`config.mk`:
```
export PLATFORM = sky130hd
export DESIGN_NAME = hamming_uart_tx
export DESIGN_NICKNAME = d
export VERILOG_FILES = /design/src/rtl/hamming_uart_tx.sv
export SDC_FILE = /design/constraint.sdc
export NUM_CORES = 1
export LEC_CHECK = 0
export BUFFER_PORTS_ARGS = -buffer_cell sky130_fd_sc_hd__buf_4
export CAP_MARGIN = 25
export CORE_MARGIN = 2
export CORE_UTILIZATION = 50
export CTS_CLUSTER_SIZE = 16
export DETAILED_ROUTE_END_ITERATION = 8
export GPL_ROUTABILITY_DRIVEN = 0
export GPL_TIMING_DRIVEN = 0
export PLACE_DENSITY = 0.76
export SLEW_MARGIN = 20
export SYNTH_ARGS = -nofsm -noshare
export SYNTH_HDL_FRONTEND = slang
export SYNTH_SLANG_ARGS = --single-unit
```
`constraint.sdc`:
```
create_clock -name clk -period 4.9 [get_ports clk]
set_clock_uncertainty 0.1 [all_clocks]
set_input_delay 0.49 -clock clk [delete_from_list [all_inputs] [get_ports clk]]
set_output_delay 0.49 -clock clk [all_outputs]
set_load 0.03 [all_outputs]
```
`src/rtl/hamming_uart_tx.sv`:
```
// hamming_uart_tx
//   Serialises 7-bit Hamming(7,4) code words onto a UART line: one start bit,
//   seven code bits LSB first, an optional even-parity bit, then STOP_BITS
//   stop bits. A shift register plus one holding register let consecutive
//   words go out back-to-back with no idle cycles.
//
// Parameters
//   CLKS_PER_BIT  clk cycles per UART bit (>= 2)
//   STOP_BITS     number of stop bits (1 or 2)
//
// Optional feature
//   UART_PARITY_EN  when defined, a PARITY bit (XOR of the 7 code bits,
//                   captured at shifter load) is sent between DATA and STOP.
//
// Ports
//   clk         system clock, rising edge
//   rst         synchronous active-high reset
//   code_in     code word, bit 0 transmitted first
//   in_valid    code_in is valid
//   in_ready    a word can be accepted this cycle (= hold register empty)
//   tx          UART serial output, idles high
//   busy        a frame is in progress
//   frame_done  one-cycle pulse on the final cycle of the last stop bit

module hamming_uart_tx #(
    parameter int unsigned CLKS_PER_BIT = 16,
    parameter int unsigned STOP_BITS    = 1
) (
    input  logic       clk,
    input  logic       rst,
    input  logic [6:0] code_in,
    input  logic       in_valid,
    output logic       in_ready,
    output logic       tx,
    output logic       busy,
    output logic       frame_done
);

    localparam int unsigned CW = (CLKS_PER_BIT > 1) ? $clog2(CLKS_PER_BIT) : 1;
    localparam logic [CW-1:0] BAUD_LAST = CW'(CLKS_PER_BIT - 1);
    localparam logic [2:0]    DATA_LAST = 3'd6;
    localparam logic [2:0]    STOP_LAST = 3'(STOP_BITS - 1);

    typedef enum logic [2:0] {
        IDLE,
        START,
        DATA,
`ifdef UART_PARITY_EN
        PARITY,
`endif
        STOP
    } state_t;

    state_t        state;
    state_t        state_next;
    logic [CW-1:0] baud_cnt;
    logic [2:0]    bit_idx;
    logic [6:0]    shift;
    logic [6:0]    hold_word;
    logic          hold_full;
`ifdef UART_PARITY_EN
    logic          parity_bit;
`endif

    logic bit_end;
    logic accept;
    logic frame_end;
    logic load_new;
    logic load_hold;
    logic to_hold;

    // Next-state logic and load routing.
    always_comb begin
        state_next = state;
        frame_end  = 1'b0;
        load_new   = 1'b0;
        load_hold  = 1'b0;
        bit_end    = (baud_cnt == BAUD_LAST);
        accept     = in_valid && !hold_full;

        case (state)
            IDLE: begin
                if (accept) begin
                    load_new   = 1'b1;
                    state_next = START;
                end
            end
            START: begin
                if (bit_end) state_next = DATA;
            end
            DATA: begin
                if (bit_end && bit_idx == DATA_LAST) begin
`ifdef UART_PARITY_EN
                    state_next = PARITY;
`else
                    state_next = STOP;
`endif
                end
            end
`ifdef UART_PARITY_EN
            PARITY: begin
                if (bit_end) state_next = STOP;
            end
`endif
            STOP: begin
                if (bit_end && bit_idx == STOP_LAST) begin
                    frame_end = 1'b1;
                    // in_ready is low whenever hold is full, so the hold
                    // transfer and a direct load can never coincide.
                    if (hold_full) begin
                        load_hold  = 1'b1;
                        state_next = START;
                    end else if (accept) begin
                        load_new   = 1'b1;
                        state_next = START;
                    end else begin
                        state_next = IDLE;
                    end
                end
            end
            default: state_next = IDLE;
        endcase

        to_hold = accept && !load_new;
    end

    // Output decode from registered state.
    always_comb begin
        tx = 1'b1;
        case (state)
            START:   tx = 1'b0;
            DATA:    tx = shift[0];
`ifdef UART_PARITY_EN
            PARITY:  tx = parity_bit;
`endif
            default: tx = 1'b1;
        endcase
    end

    assign in_ready   = !hold_full;
    assign busy       = (state != IDLE);
    assign frame_done = frame_end;

    always_ff @(posedge clk) begin
        if (rst) begin
            state      <= IDLE;
            baud_cnt   <= '0;
            bit_idx    <= '0;
            shift      <= '0;
            hold_word  <= '0;
            hold_full  <= 1'b0;
`ifdef UART_PARITY_EN
            parity_bit <= 1'b0;
`endif
        end else begin
            state <= state_next;

            if (state == IDLE || bit_end) baud_cnt <= '0;
            else                          baud_cnt <= baud_cnt + CW'(1);

            // bit_idx counts data bits in DATA and stop bits in STOP.
            if (state_next != state)
                bit_idx <= '0;
            else if (bit_end && (state == DATA || state == STOP))
                bit_idx <= bit_idx + 3'd1;

            if (load_new) begin
                shift      <= code_in;
`ifdef UART_PARITY_EN
                parity_bit <= ^code_in;
`endif
            end else if (load_hold) begin
                shift      <= hold_word;
`ifdef UART_PARITY_EN
                parity_bit <= ^hold_word;
`endif
            end else if (state == DATA && bit_end) begin
                shift <= {1'b0, shift[6:1]};
            end

            if (to_hold) begin
                hold_word <= code_in;
                hold_full <= 1'b1;
            end else if (load_hold) begin
                hold_full <= 1'b0;
            end
        end
    end

endmodule

```
==> results of run 1 <==
[registers in the layout, summed over array words and instances (netlist names)]
signal and count:
state 3, baud_cnt 4, shift 7, hold_full 1, bit_idx 3, hold_word 7
[synth_stat cells (2+ instances only)]
| master | count |
|---|---|
| a2111oi_0 | 4 |
| a21o_1 | 2 |
| a21oi_1 | 6 |
| a221oi_1 | 4 |
| and2_1 | 2 |
| buf_2 | 2 |
| clkbuf_1 | 3 |
| dfxtp_1 | 25 |
| ha_1 | 4 |
| inv_1 | 12 |
| mux2i_1 | 7 |
| nand2_1 | 4 |
| nand2b_1 | 4 |
| nand3_1 | 6 |
| nor2_1 | 13 |
| nor3_1 | 3 |
| nor4_1 | 4 |
| o2111ai_1 | 4 |
| o211ai_1 | 3 |
| o21ai_0 | 2 |
| o221a_2 | 2 |
| o22ai_1 | 2 |
| o31ai_1 | 8 |
| xnor2_1 | 2 |
| xor2_1 | 2 |
[path summary, 6_finish.rpt]
path / from / to / slack [ns]
setup / recovery: baud_cnt[0] / frame_done / 2.49
hold / removal: code_in[0] / hold_word[0] / 0.30
setup reg to reg: bit_idx[0] / shift[2] / 2.77
hold reg to reg: baud_cnt[0] / baud_cnt[0] / 0.36
[metal layers]
layer / wire length [microns] / up-vias
met3: 214 / 2
li1: - / 607
met1: 1430 / 572
met2: 1346 / 37
met4: 10 / 0
met5: 0 / -
[through the flow]
stage	std cells	setup slack [ns]	hold slack, ns	util [%]	instance area, sq um
2_1_floorplan	153	3.019	0.3179	-	1368
3_3_place_gp	195	2.841	0.3277	58.75	1495
3_5_place_dp	195	2.809	0.3370	58.75	1495
4_1_cts	199	2.499	0.3053	59.98	1526
5_1_grt	199	2.340	0.3053	59.98	1526
6_report	199	2.492	0.2966	59.98	1526
[layout make-up]
class | count | area [sq um] | area share [%]
tap | 30 | 37.54 | 2.459
inverter | 13 | 48.80 | 3.197
clock buffer | 3 | 22.52 | 1.475
timing repair buffer | 12 | 90.09 | 5.902
sequential | 25 | 500.5 | 32.79
clock inverter | 1 | 8.758 | 0.5738
multi-input combinational | 108 | 778.2 | 50.98
buffer | 7 | 40.04 | 2.623
[critical path: cells and delay by family (launching register included)]
kind	cells	cell delay, ns
DFF	1	0.38
adders and majority gates	1	0.22
buffers and inverters	3	0.55
and+or+nand+nor	2	0.34
[power by group]
| group | total, W | internal, W | switching (W) |
|---|---|---|---|
| Combinational | 0.0000636 | 0.0000265 | 0.0000371 |
| Clock | 0.000102 | 0.0000333 | 0.0000688 |
| Sequential | 0.000217 | 0.000212 | 0.00000477 |
[logic make-up after synthesis]
group           after synthesis  share of synthesized area [%]
simple gates                 48                          19.76
compound gates               44                          25.53
flops                        25                          36.60
buf+inv                      20                          6.496
mux                           7                          5.124
fa+ha+maj                     4                          3.660
xor+xnor                      4                          2.562
other cells                   1                         0.2742
==> flow_summary.toml, run 1 <==
[detailed_routing]
drt-wirelength-per-cell_microns = 15.08
drt_first_pass_iters = 4
drtIter0Drc = 37
antenna_left = 0
vias = 1218
vias_per_cell = 6.121
wl_microns = 3000
drc_errors = 0

[timing]
setup_viol_count_final = 0
fin_crit_sh_pct = 49.13
rsz0062_at_grt = "no"
tightest_slew_ns = 0.6049
max_freq_mhz = 415.4
relSlewSlack_pct = 59.46
finalMaxSlewViolations = 0
hold_viol_final = 0
fin_crit_ns = 2.408
tns_ns = 0

[floorplanning]
die_y_microns = 56.30
coreArea_sq_mm = 0.002545
rows = 18
die_area_sq_mm = 0.003170
fp.dieW_microns = 56.30
start_util_pct = 53.74
ios = 14

[placement]
portBuffers = 12
post-dp-hpwl_microns = 2225

[synth]
synth_top_area_share_pct = 36.60
yosys.area.top_type = "dfxtp_1"
synthFlopType = "dfxtp_1"
ys_seq_elements = 25
syn-num-nets = 167
yosysSeqAreaShare_pct = 36.60
yosysWarnings = 0
synth-edff-count = 0
syn_area_per_cell_sq_um = 8.938
syn-instance-count = 153
synthArstFlopShare_pct = 0
netlist_area_sq_mm = 0.001368
yosys-top-cells-area = "dfxtp_1, mux2i_1, o31ai_1"
synth_cell_types = 48

[cts]
htree_levels = 1
cts_setup_buffers = 0
clock_latency_ns = 0.33
hold_buffers = 0
clkSlewWorstSetupHoldPaths_ns = 0.15
numCtsBuffers = 3
cts_sinks = 25
clockBufferDepth = 2
cts_tree = "yes"
cts-root-buf = "clkbuf_4"
cts_resized = 0

[min_path]
hold_path_class = "input port to flip-flop"
holdPathStages = 3

[worst_setup_path]
max_stage_delay_ns = 0.38
required_ns = 4.31
arrival_ns = 1.82
critPathMaxFanout = 6
slowest_stage = "dfxtp_1"
path_class = "flip-flop to output port"
path_cells = "ha_1, and4_1, clkbuf_1, nand2_1, inv_1, buf_4"
startpoint_type = "flip-flop"
r2r_cells = 6
crit_path_end_kind = "output port"

[power]
ir_worst_vdd_mv = 0.2736
total_power_w = 0.0003828
power_density_mw_per_mm2 = 250.8
p_leak_nw = 0.5667

[grt]
overflow = 0
antenna_found_initial = 0
use_met2_pct = 32.77
grt_util_met3_pct = 5.300
grt_first_pass_wirelength_microns = 5271
grt_pass1_vias = 1176
grt_max_degree = 17
grt_usage_pct = 20.59
grt_use_met1_pct = 28.79
busiest_layer = "met2"

[finish]
nNetsFinal = 184
mostFrequentLayoutCell = "dfxtp_1"
n_antenna_cell = 0
syn_to_final_growth_pct = 11.62
drive_above_1_share_pct = 15.98
final_cell_mix = "dfxtp_1, nor2_1, buf_4"
fill_cells = 217

[status]
status = "completed"

[job]
cap_violations = 0
No activity file was read; power rests on OpenSTA's default activity.
==> run 2: changes to the inputs <==
Settings changed: ABC_AREA set to 1, PLACE_DENSITY 0.76 to 0.79.
Clock period 4.9 ns to 2 ns, I/O delays scaled along.
==> run 2 against run 1 <==
  * Via count is 3.4% higher
  * Sequential cell count stayed put
  * Highest routed layer unchanged
  * Count of clock-buffer cells in the layout is 1 higher
  * Synthesized cell count is 28% higher
  * Critical path type unchanged
  * Critical path depth stayed put
  * Clock power is 120% higher
==> flow_summary.toml, run 2 <==
[cts]
cts-root-buf = "clkbuf_4"
clock_latency_ns = 0.32
cts_sinks = 25
clockBufferDepth = 2
hold_buffers = 0
clkSlewWorstSetupHoldPaths_ns = 0.13
cts_tree = "yes"
htree_levels = 1
numCtsBuffers = 3

[synth]
netlist_area_sq_mm = 0.001415
yosysWarnings = 0
syn_area_per_cell_sq_um = 7.220
synthFlopType = "dfxtp_1"
syn-instance-count = 196
syn-num-nets = 210
yosys.area.top_type = "dfxtp_1"
synthArstFlopShare_pct = 0
synth_top_area_share_pct = 35.37
synth_commonest_cells = "nand2_1, nor2_1, dfxtp_1, inv_1, a21oi_1"
ys_seq_elements = 25
yosysSeqAreaShare_pct = 35.37
yosysMostFrequentCell = "nand2_1"
synth_cell_types = 27
yosys-top-cells-area = "dfxtp_1, nand2_1, nor2_1"
synth-edff-count = 0

[detailed_routing]
drt_first_pass_iters = 4
drtIter0Drc = 38
drc_errors = 0
drt-wirelength-per-cell_microns = 11.34
vias_per_cell = 5.097
antenna_left = 0
wl_microns = 2800
vias = 1259

[timing]
fin_crit_ns = 1.838
fin_crit_sh_pct = 91.91
finalMaxSlewViolations = 0
tns_ns = 0
rsz0062_at_grt = "no"
hold_viol_final = 0
setup_viol_count_final = 0
max_freq_mhz = 544.0

[floorplanning]
fp.dieW_microns = 57.20
start_util_pct = 51.76
rows = 19
die_area_sq_mm = 0.003272
die_y_microns = 57.20
coreArea_sq_mm = 0.002734
ios = 14

[placement]
post-dp-hpwl_microns = 1978
portBuffers = 13
place_inst = 240

[grt]
grt_pass1_vias = 1105
antenna_found_initial = 0
busiest_layer = "met2"
use_met2_pct = 31.03
grt_usage_pct = 18.22
overflow = 0
grt_first_pass_wirelength_microns = 4705
grt_util_met3_pct = 4.989
grt_max_degree = 14
grt_use_met1_pct = 23.40

[worst_setup_path]
required_ns = 1.70
critPathMaxFanout = 5
startpoint_type = "flip-flop"
path_class = "flip-flop to output port"
arrival_ns = 1.54
crit_path_end_kind = "output port"
r2r_cells = 10

[min_path]
holdPathStages = 4
hold_path_class = "input port to flip-flop"

[finish]
largestRegisters = "hold_word (7), shift (7), baud_cnt (4)"
fill_cells = 268
drive_above_1_share_pct = 19.44
multi_input_area_sq_um = 790.8
final_cell_mix = "nand2_1, nor2_1, inv_1, dfxtp_1, a21oi_1"
final_cells = 247
n_antenna_cell = 0
fin_util_pct = 58.86
mostFrequentLayoutCell = "nand2_1"
regArea_sq_um = 500.5
nNetsFinal = 231
syn_to_final_growth_pct = 13.70

[power]
p_leak_nw = 0.6950
ir_worst_vdd_mv = 0.5809
power_density_mw_per_mm2 = 578.2

[status]
status = "completed"

[job]
cap_violations = 0
run 2: changes by cell type in the layout (fill, tap and decap cells not counted), sizes merged, moves of 5 or more:
| cell | previous run | this run |
|---|---|---|
| mux2i | 7 | 0 |
| o31ai | 8 | 0 |
| nor2 | 14 | 30 |
| nand2 | 4 | 55 |
| nand3 | 6 | 16 |
| a21oi | 6 | 18 |
| inv | 13 | 29 |
| nand4 | 1 | 6 |
run 2: kinds of logic (layout without fill, tap and decap cells):
kind of cell	Yosys count	in the layout	synth area share, %
AOI/OAI and AO/OA	24	24	8.754
xor gates and xnor gates	4	4	2.476
adders and majority gates	4	4	3.537
buffers and inverters	32	51	9.902
DFF	25	25	35.37
other	1	1	0.2650
and+or+nand+nor	106	107	39.70
run 2: area by class of cell:
cell class,count,area share (%)
timing repair buffer,15,6.998
clock buffer,4,1.633
sequential,25,31.10
multi-input combinational,140,49.14
buffer,3,1.633
tap,31,2.411
inverter,29,7.076
run 2: what timing repair did:
action	CTS	global route
setup endpoints to repair	0	1
resized for setup	0	2
setup buffers	0	2
run 2: path summary, 6_finish.rpt:
check / startpoint / to / slack, ns
max: baud_cnt[0] / frame_done / 0.16
min: rst / shift[4] / 0.01
min reg2reg: baud_cnt[0] / baud_cnt[0] / 0.36
max reg2reg: bit_idx[0] / shift[1] / 0.23
run 2: through the flow:
stage | hold WS (ns) | worst slack (ns) | cell area (sq um) | power [W]
final | 0.01369 | 0.1617 | 1609 | 0.0009303
after global routing | 0.02730 | 0.06080 | 1609 | 0.0009827
after CTS | 0.007460 | 0.06155 | 1578 | 0.0009402
after detailed placement | 0.3388 | 0.2103 | 1551 | 0.0007110
after global placement | 0.3323 | 0.2281 | 1551 | 0.0007083
after floorplan | 0.2471 | 0.4321 | 1415 | 0.0006640
run 2: layer usage:
metal	share of wire, %	vias to the layer above
met2	47	33
met4	0.75	0
met3	5.8	4
met1	47	554
met5	0	-
li1	-	668
run 2: critical path, stage by stage, from the launching register on:
cell     delay [ns]
dfxtp_1        0.38
ha_2           0.22
nand3_4        0.12
nor2_8         0.18
nand2_2        0.10
inv_1          0.07
buf_4          0.15
run 2: report_power, final:
| group | switching [W] | total, W | internal (W) |
|---|---|---|---|
| Combinational | 0.000101 | 0.000166 | 0.0000643 |
| Sequential | 0.0000129 | 0.000536 | 0.000523 |
| Clock | 0.000151 | 0.000229 | 0.0000782 |
